**config.mk**
```make
export PLATFORM = sky130hd
export DESIGN_NAME = csr_axil_master
export DESIGN_NICKNAME = d
export VERILOG_FILES = /design/src/rtl/csr_axil_pkg.sv /design/src/rtl/csr_axil_master.sv
export SDC_FILE = /design/constraint.sdc
export NUM_CORES = 1
export LEC_CHECK = 0
export CAP_MARGIN = 20
export CORE_MARGIN = 1
export CORE_UTILIZATION = 44
export DETAILED_ROUTE_END_ITERATION = 16
export GPL_TIMING_DRIVEN = 1
export PLACE_DENSITY_LB_ADDON = 0.3
export SYNTH_ARGS = -nofsm -noshare
export SYNTH_HDL_FRONTEND = slang
export SYNTH_SLANG_ARGS = --single-unit
```
**constraint.sdc**
```tcl
create_clock -name clk -period 6.2 [get_ports clk]
set_input_delay 1.24 -clock clk [delete_from_list [all_inputs] [get_ports clk]]
set_output_delay 1.24 -clock clk [all_outputs]
set_load 0.02 [all_outputs]
```
**src/rtl/csr_axil_pkg.sv**
```systemverilog
// Shared types and constants for the CSR AXI4-Lite initiator.
package csr_axil_pkg;

   // Bus widths shared with the accelerator CSR slave.
   localparam int unsigned CSR_ADDR_WIDTH = 32;
   localparam int unsigned CSR_DATA_WIDTH = 32;

   // AXI response codes.
   localparam logic [1:0] RESP_OKAY   = 2'b00;
   localparam logic [1:0] RESP_EXOKAY = 2'b01;
   localparam logic [1:0] RESP_SLVERR = 2'b10;
   localparam logic [1:0] RESP_DECERR = 2'b11;

   // Unprivileged, secure, data access.
   localparam logic [2:0] PROT_DEFAULT = 3'b000;

   typedef enum logic [2:0] {
      ST_IDLE,
      ST_WADDR_DATA,
      ST_WRESP,
      ST_RADDR,
      ST_RDATA,
      ST_RSP
   } state_t;

endpackage

```
**src/rtl/csr_axil_master.sv**
```systemverilog
// Single-outstanding request/response to AXI4-Lite initiator.
// Handshake rule on every channel: a transfer happens on a rising clock edge
// where valid and ready are both high; once valid is raised it stays high,
// with its payload unchanged, until that edge.
module csr_axil_master
   import csr_axil_pkg::*;
#(
   parameter int unsigned ADDR_WIDTH     = CSR_ADDR_WIDTH,
   parameter int unsigned DATA_WIDTH     = CSR_DATA_WIDTH,
   parameter int unsigned TIMEOUT_CYCLES = 1024
) (
   input  logic                      clk,
   input  logic                      rst,
   input  logic                      req_valid,
   output logic                      req_ready,
   input  logic                      req_write,
   input  logic [ADDR_WIDTH-1:0]     req_addr,
   input  logic [DATA_WIDTH-1:0]     req_wdata,
   input  logic [DATA_WIDTH/8-1:0]   req_wstrb,
   output logic                      rsp_valid,
   input  logic                      rsp_ready,
   output logic [DATA_WIDTH-1:0]     rsp_rdata,
   output logic [1:0]                rsp_resp,
   output logic                      rsp_write,
   output logic                      timeout,
   output logic [ADDR_WIDTH-1:0]     m_axi_awaddr,
   output logic [2:0]                m_axi_awprot,
   output logic                      m_axi_awvalid,
   input  logic                      m_axi_awready,
   output logic [DATA_WIDTH-1:0]     m_axi_wdata,
   output logic [DATA_WIDTH/8-1:0]   m_axi_wstrb,
   output logic                      m_axi_wvalid,
   input  logic                      m_axi_wready,
   input  logic [1:0]                m_axi_bresp,
   input  logic                      m_axi_bvalid,
   output logic                      m_axi_bready,
   output logic [ADDR_WIDTH-1:0]     m_axi_araddr,
   output logic [2:0]                m_axi_arprot,
   output logic                      m_axi_arvalid,
   input  logic                      m_axi_arready,
   input  logic [DATA_WIDTH-1:0]     m_axi_rdata,
   input  logic [1:0]                m_axi_rresp,
   input  logic                      m_axi_rvalid,
   output logic                      m_axi_rready
);

   localparam logic [31:0] TIMEOUT_LIMIT = 32'(TIMEOUT_CYCLES);

   state_t                    state;
   state_t                    state_next;

   logic [ADDR_WIDTH-1:0]     addr_q;
   logic [DATA_WIDTH-1:0]     wdata_q;
   logic [DATA_WIDTH/8-1:0]   wstrb_q;
   logic                      write_q;
   logic                      aw_done;
   logic                      w_done;
   logic [DATA_WIDTH-1:0]     rdata_q;
   logic [1:0]                resp_q;
   logic [31:0]               tcount;
   logic [31:0]               tcount_inc;
   logic                      timeout_q;
   logic                      accept;
   logic                      counting;

   assign accept     = (state == ST_IDLE) && req_valid;
   assign counting   = (state != ST_IDLE) && (state != ST_RSP);
   assign tcount_inc = (tcount == 32'hFFFF_FFFF) ? tcount : tcount + 32'd1;

   // AXI payloads come only from the latched request, never from req_*.
   assign m_axi_awaddr = addr_q;
   assign m_axi_araddr = addr_q;
   assign m_axi_wdata  = wdata_q;
   assign m_axi_wstrb  = wstrb_q;
   assign m_axi_awprot = PROT_DEFAULT;
   assign m_axi_arprot = PROT_DEFAULT;
   assign rsp_rdata    = rdata_q;
   assign rsp_resp     = resp_q;
   assign rsp_write    = write_q;
   assign timeout      = timeout_q;

   // State register.
   always_ff @(posedge clk or posedge rst) begin
      if (rst) state <= ST_IDLE;
      else     state <= state_next;
   end

   // Next-state decode and per-state handshake outputs.
   always_comb begin
      state_next    = state;
      req_ready     = 1'b0;
      rsp_valid     = 1'b0;
      m_axi_awvalid = 1'b0;
      m_axi_wvalid  = 1'b0;
      m_axi_bready  = 1'b0;
      m_axi_arvalid = 1'b0;
      m_axi_rready  = 1'b0;
      case (state)
         ST_IDLE: begin
            req_ready = 1'b1;
            if (req_valid) state_next = req_write ? ST_WADDR_DATA : ST_RADDR;
         end
         ST_WADDR_DATA: begin
            // AW and W retire independently; leave once both have transferred.
            m_axi_awvalid = !aw_done;
            m_axi_wvalid  = !w_done;
            if ((aw_done || m_axi_awready) && (w_done || m_axi_wready))
               state_next = ST_WRESP;
         end
         ST_WRESP: begin
            m_axi_bready = 1'b1;
            if (m_axi_bvalid) state_next = ST_RSP;
         end
         ST_RADDR: begin
            m_axi_arvalid = 1'b1;
            if (m_axi_arready) state_next = ST_RDATA;
         end
         ST_RDATA: begin
            m_axi_rready = 1'b1;
            if (m_axi_rvalid) state_next = ST_RSP;
         end
         ST_RSP: begin
            rsp_valid = 1'b1;
            if (rsp_ready) state_next = ST_IDLE;
         end
         default: state_next = ST_IDLE;
      endcase
   end

   // Request latch, per-channel done flags and response capture.
   always_ff @(posedge clk or posedge rst) begin
      if (rst) begin
         addr_q  <= '0;
         wdata_q <= '0;
         wstrb_q <= '0;
         write_q <= 1'b0;
         aw_done <= 1'b0;
         w_done  <= 1'b0;
         rdata_q <= '0;
         resp_q  <= '0;
      end else begin
         if (accept) begin
            addr_q  <= req_addr;
            wdata_q <= req_wdata;
            wstrb_q <= req_wstrb;
            write_q <= req_write;
            aw_done <= 1'b0;
            w_done  <= 1'b0;
            rdata_q <= '0;
            resp_q  <= RESP_OKAY;
         end
         if (state == ST_WADDR_DATA) begin
            if (m_axi_awvalid && m_axi_awready) aw_done <= 1'b1;
            if (m_axi_wvalid && m_axi_wready)   w_done  <= 1'b1;
         end
         if (state == ST_WRESP && m_axi_bvalid) begin
            resp_q  <= m_axi_bresp;
            rdata_q <= '0;
         end
         if (state == ST_RDATA && m_axi_rvalid) begin
            resp_q  <= m_axi_rresp;
            rdata_q <= m_axi_rdata;
         end
      end
   end

   // Saturating bus-wait counter with a sticky flag; it only reports, the
   // transaction keeps running so the AXI channels stay legal.
   always_ff @(posedge clk or posedge rst) begin
      if (rst) begin
         tcount    <= '0;
         timeout_q <= 1'b0;
      end else if (accept) begin
         tcount    <= '0;
         timeout_q <= 1'b0;
      end else if (counting) begin
         tcount <= tcount_inc;
         if (TIMEOUT_LIMIT != 32'd0 && tcount_inc == TIMEOUT_LIMIT)
            timeout_q <= 1'b1;
      end
   end

endmodule

```
=== Word-level counts from Yosys, hierarchy flattened ===
Cells that the tools add are included.

* Flip-flop bits (word level): 141
* Bits in latches: 0
* Bits in writable memories: 0
* Bits in read-only memories: 0
* Output and inout port bits: 149
* Logic and storage cells: 77
* Memories kept: 0

* Add/subtract/negate cells: 1
* Multipliers: 0
* Div/mod/pow operators: 0
* Order comparisons: 0
* Equal/unequal tests: 14
* Shift-type cells: 0
* Multiplexer cells: 33
* Bitwise operators: 0
* Reduce and logical (&&, ||, !) cells: 18

{| class="wikitable"
|+ Operators with widths
! operator !! count
|-
| $mux W32 || 6
|-
| $add A32 B1 Y32 const B || 1
|-
| $eq A32 B11 Y1 const B || 1
|-
| $eq A32 B32 Y1 const B || 1
|-
| $mux W3 || 6
|-
| $pmux W3 S6 || 1
|-
| $mux W1 || 16
|-
| $ne A2 B2 Y1 const B || 6
|-
| $mux W2 || 4
|-
| $logic_and A1 B1 Y1 || 7
|-
| $eq A3 B2 Y1 const B || 2
|-
| $eq A3 B3 Y1 const B || 2
|-
| $reduce_and A6 Y1 || 1
|-
| $reduce_bool A3 Y1 || 2
|-
| $reduce_bool A2 Y1 || 2
|-
| $eq A3 B1 Y1 const B || 1
|-
| $logic_not A3 Y1 || 1
|-
| $ne A3 B3 Y1 const B || 1
|-
| $logic_not A1 Y1 || 2
|-
| $logic_or A1 B1 Y1 || 2
|-
| $reduce_and A2 Y1 || 1
|}

=== Logic depth before layout (Yosys ltp) ===
* Depth in word-level cells: 6
* Depth in mapped cells: 9
* Gate-level depth less buffers: 8

=== Least setup slack after synthesis ===
No wires, ideal clock.

* Kind: register -> register
* Start point: register tcount[13]
* End point: register timeout_q (netlist: timeout)
* Setup time: 0.092 ns
* Arrival: 2.784 ns
* Data required time: 6.108 ns
* Slack: 3.324 ns
* Cell stages (with the launch flop): 9
* Buffers on the path: 1
* Cell sequence: dfrtp_1 > clkbuf_1 > nand4_1 > or4_1 > a2111oi_0 > xnor2_1 > o2111ai_1 > or4_1 > o31ai_2

* Word-level cells in the longest chain between the ends: 5
* Elaborated cells between the ends (all ways): 6
* Those cells by class: add/sub (1); eq/ne (2); mux (1); reduce/logical (2)

{| class="wikitable"
|+ RTL lines
! what !! RTL line !! source
|-
| from (decl) || csr_axil_master.sv:60 || <nowiki>logic [31:0] tcount;</nowiki>
|-
| from (signal assigned) || csr_axil_master.sv:177 || <nowiki>tcount <= tcount_inc;</nowiki>
|-
| $add A32 B1 Y32 or $eq A32 B32 Y1 (tied branches) || csr_axil_master.sv:68 || <nowiki>assign tcount_inc = (tcount == 32'hFFFF_FFFF) ? tcount : tcount + 32'd1;</nowiki>
|-
| $mux W32 (*) || csr_axil_master.sv:68 ||
|-
| $eq A32 B11 Y1 (*) || csr_axil_master.sv:178 || <nowiki>if (TIMEOUT_LIMIT != 32'd0 && tcount_inc == TIMEOUT_LIMIT)</nowiki>
|-
| $reduce_bool A2 Y1 (no line) (*) || - ||
|-
| $reduce_and A2 Y1 (no line) (*) || - ||
|-
| to (signal assigned) || csr_axil_master.sv:172 || <nowiki>timeout_q <= 1'b0;</nowiki>
|-
| to (signal assigned) || csr_axil_master.sv:175 || <nowiki>timeout_q <= 1'b0;</nowiki>
|-
| to (signal assigned) || csr_axil_master.sv:179 || <nowiki>timeout_q <= 1'b1;</nowiki>
|-
| to (decl) || csr_axil_master.sv:62 || <nowiki>logic timeout_q;</nowiki>
|}

Mark *: on every way between the ends. The rest lies on a longest branch, timed or not.
A chain may end at the register's enable or synchronous reset.

=== Worst setup path after layout ===
* Start point: register state[0]
* End point: output m_axi_wvalid

* Word-level cells in the longest chain between the ends: 2

{| class="wikitable"
|+ RTL lines
! what !! RTL line !! source
|-
| from (decl) || csr_axil_master.sv:49 || <nowiki>state_t state;</nowiki>
|-
| from (signal assigned) || csr_axil_master.sv:85 || <nowiki>else state <= state_next;</nowiki>
|-
| $eq A3 B1 Y1 || csr_axil_master.sv:98 || <nowiki>case (state)</nowiki>
|-
| $mux W1 || csr_axil_master.sv:98 ||
|-
| to (decl) || csr_axil_master.sv:32 || <nowiki>output logic m_axi_wvalid,</nowiki>
|}

No other way between the ends.

==> results by group <==
Routing
  – Drt total wl: roughly 20000 um
  – 1st-pass router iterations: 5
  – WL/cell: roughly 17 um
  – Iteration-0 DRC Markers: 528
  – Vias after detailed routing: ~6300
  – Antenna viol nets, final: 0
  – # DRC: 0
  – Vias per cell: 5.40

Timing
  – Maximum operating frequency: ~290 MHz
  – Hold_ws: about 0.47 ns
  – Worst relative slew slack: 0.409
  – Unrepaired setup endpoints after global routing: false
  – Worst-Margin Slew: approximately 0.89 ns
  – Clk_skew: approximately 0.0075 ns
  – Final hold vios: 0
  – Final setup fails: 0
  – Setup ws final: around 2.8 ns
  – Crit share post-route: 0.549
  – Max Slew Vio Count: 0
  – Total negative setup slack: 0 ns
  – Minimum clock period: between 3 and 4 ns

Logic synthesis
  – Post-synth EDFFs: 0
  – Ys flop type: dfrtp_1
  – Post-Syn Area: 6850 um^2
  – Unique masters post-synth: 57
  – Ys async rst share: 1.00
  – Area leader, netlist: dfrtp_1
  – Synth Register Bits: between 100 and 150
  – Synthesis Warnings: 0
  – Area share of the largest cell type after synthesis: 0.515
  – Seq/Total Area, Yosys: 0.515
  – Syn_area_per_cell: 8.99 um^2
  – Top cells by area, synth: dfrtp_1 (52%), nand2_1 (13%), a22o_1 (4.7%), buf_4 (4.3%), o21ai_0 (3.4%)
  – Most frequent cell after synthesis: nand2_1
  – Post-synthesis cell count: around 760
  – Most common library cells after synthesis: nand2_1 (240), dfrtp_1 (141), o21ai_0 (47)

Clocking
  – CTS resizes: 0
  – CTS Buffer Depth: 2
  – Setup Buffers After CTS: 0
  – Worst-path clk slew: 0.06 ns
  – Clk Latency, worst-skew pair: approximately 0.43 ns
  – Clock sink count: between 100 and 150
  – CTS buffer count: 17
  – CTS Root Buffer Type: clkbuf_16
  – Hold Buf Count CTS: 0
  – CTS tree: yes
  – Total number of H-tree levels: 4

Global route
  – Largest net degree at the start of global routing: 100
  – Vias in the first global route: 5912
  – GRT Residual Overflow: 0
  – First-pass GRT wire length: roughly 31000 um
  – Antenna violations before repair: 0
  – Gr usage total: 0.253

Cells and area
  – Final nets: ~1100
  – Synth-to-Final Area Change: 44.9%
  – Antenna cells: 0
  – Fraction of layout cells with a size suffix above 1: 0.0553
  – Fin util: 0.653

Placed design
  – DP Worst Slack: ~2.6 ns
  – Placer Congestion: approximately 0.87
  – PortBufs: roughly 260
  – HPWL Detailed: between 10000 and 15000 um

Worst setup path
  – CP max stage delay: between 0.6 and 0.7 ns
  – Reg2Reg Depth: 8
  – Arr. time, crit path: approximately 2.2 ns
  – Reg2Reg Setup Slack: 2.87 ns
  – Largest fanout on the critical path: 6
  – Critical Path RT: 4.96 ns
  – CP startpoint kind: flip-flop
  – CP Class: reg -> out
  – Crit-path slowest cell: clkdlybuf4s50_1
  – CP endpoint kind: output pin
  – Crit-path cells: inv_1 -> or3_1 -> nor2_1 -> clkdlybuf4s50_1

Power
  – Peak supply drop: roughly 0.53 mV
  – Tot Pwr: 4830 uW
  – Power density over the cells: between 400 and 500 nW/um^2
  – Leakage: roughly 0.0044 uW

Floorplan
  – Ports: 263
  – Die height: 127 um
  – Die width: about 130 um
  – Core Area: ~15000 um^2
  – Initial Utilization: 0.451
  – Total die area: about 16000 um^2
  – Row count: 45

Status
  – Status: complete, no violations

Min path
  – Worst Hold Class: reg -> reg
  – Hold Crit Depth: 2

Run
  – Max cap viols: 0
## where the power goes
part           switching [uW]  total (uW)  internal, uW
Combinational            1220        2200           980
Sequential                252        1480          1220
Clock                     410        1150           739
## routing by layer
layer | part of all wire | routed length (um) | GRT usage
met4 | 0.020 | 401 | 0.0854
met2 | 0.48 | 9480 | 0.399
met3 | 0.073 | 1450 | 0.0806
met1 | 0.43 | 8550 | 0.330
met5 | 0 | 0 | 0
## worst max-delay path, delay by kind of cell (launching register included)
family,cells,cell delay [ns]
buf+inv,2,0.77
simple gates,2,0.55
flops,1,0.43
## logic make-up (layout without fill, tap and decap cells)
logic type,Yosys count,in the layout,share of synthesized area
adder cells (fa/ha/maj),1,1,0.00183
XOR/XNOR,12,12,0.0153
flip-flops,141,141,0.515
other,1,6,0.000548
AND/OR/NAND/NOR,364,364,0.234
multiplexers,4,4,0.00603
AO/OA/AOI/OAI,143,143,0.151
buffers and inverters,96,305,0.0753
## through the flow
step | area (um^2) | std cells
3_3_place_gp | 9260 | 1132
6_report | 9920 | 1164
2_1_floorplan | 6870 | 767
3_5_place_dp | 9260 | 1132
4_1_cts | 9920 | 1164
5_1_grt | 9920 | 1164
## state kept, by name, summed over array words and instances, names as in the netlist, 2 cells and up
register	flops
m_axi_wstrb	4
m_axi_araddr	32
tcount	32
rsp_rdata	32
m_axi_wdata	32
rsp_resp	2
state	3
## final timing paths
path / from / end
worst min-delay path: m_axi_wstrb[2]$_DFFE_PP0P_ / m_axi_wstrb[2]$_DFFE_PP0P_
max in group asynchronous: rst / timeout$_DFFE_PP0P_
worst max register to register: tcount[0]$_DFFE_PP0P_ / timeout$_DFFE_PP0P_
worst max-delay path: state[0]$_DFFE_PP0P_ / m_axi_wvalid
min in group asynchronous: rst / m_axi_araddr[2]$_DFFE_PP0P_
worst min register to register: m_axi_wstrb[2]$_DFFE_PP0P_ / m_axi_wstrb[2]$_DFFE_PP0P_
## cell type report
class / instances / area, um^2
clock buffers: 20 / 457
clock inverters: 12 / 208
fillers: 1205 / 5280
inverters: 9 / 38.8
multi-input cells: 530 / 2830
flip-flops and latches: 141 / 3530
well taps: 188 / 235
repair buffers: 264 / 2620
## cells in the final DEF, fill, tap and decap left out, types with 2 or more instances in the layout
cell and count:
clkdlybuf4s50_1 256, nand2_1 239, dfrtp_1 141, o21ai_0 47, a22o_1 37, nor2_1 29, nand3_1 21, clkbuf_16 17
nand4_1 16, nor3_1 12, o31ai_1 12, a31oi_1 11, and3_1 10, inv_1 8, a21oi_1 8, xnor2_1 8
buf_4 8, nor4_1 7, or3_1 6, conb_1 6, bufinv_16 5, or4_1 4, a21o_1 4, a2111oi_0 4
xor2_1 4, mux2i_1 3, and2_1 3, inv_6 3, o2111ai_1 3, clkinvlp_4 3, nand2b_1 2, nor3_2 2
and4_1 2, or2_2 2, o31ai_2 2, a222oi_1 2, clkbuf_8 2, clkinv_4 2
(Power assumes the default switching activity.)
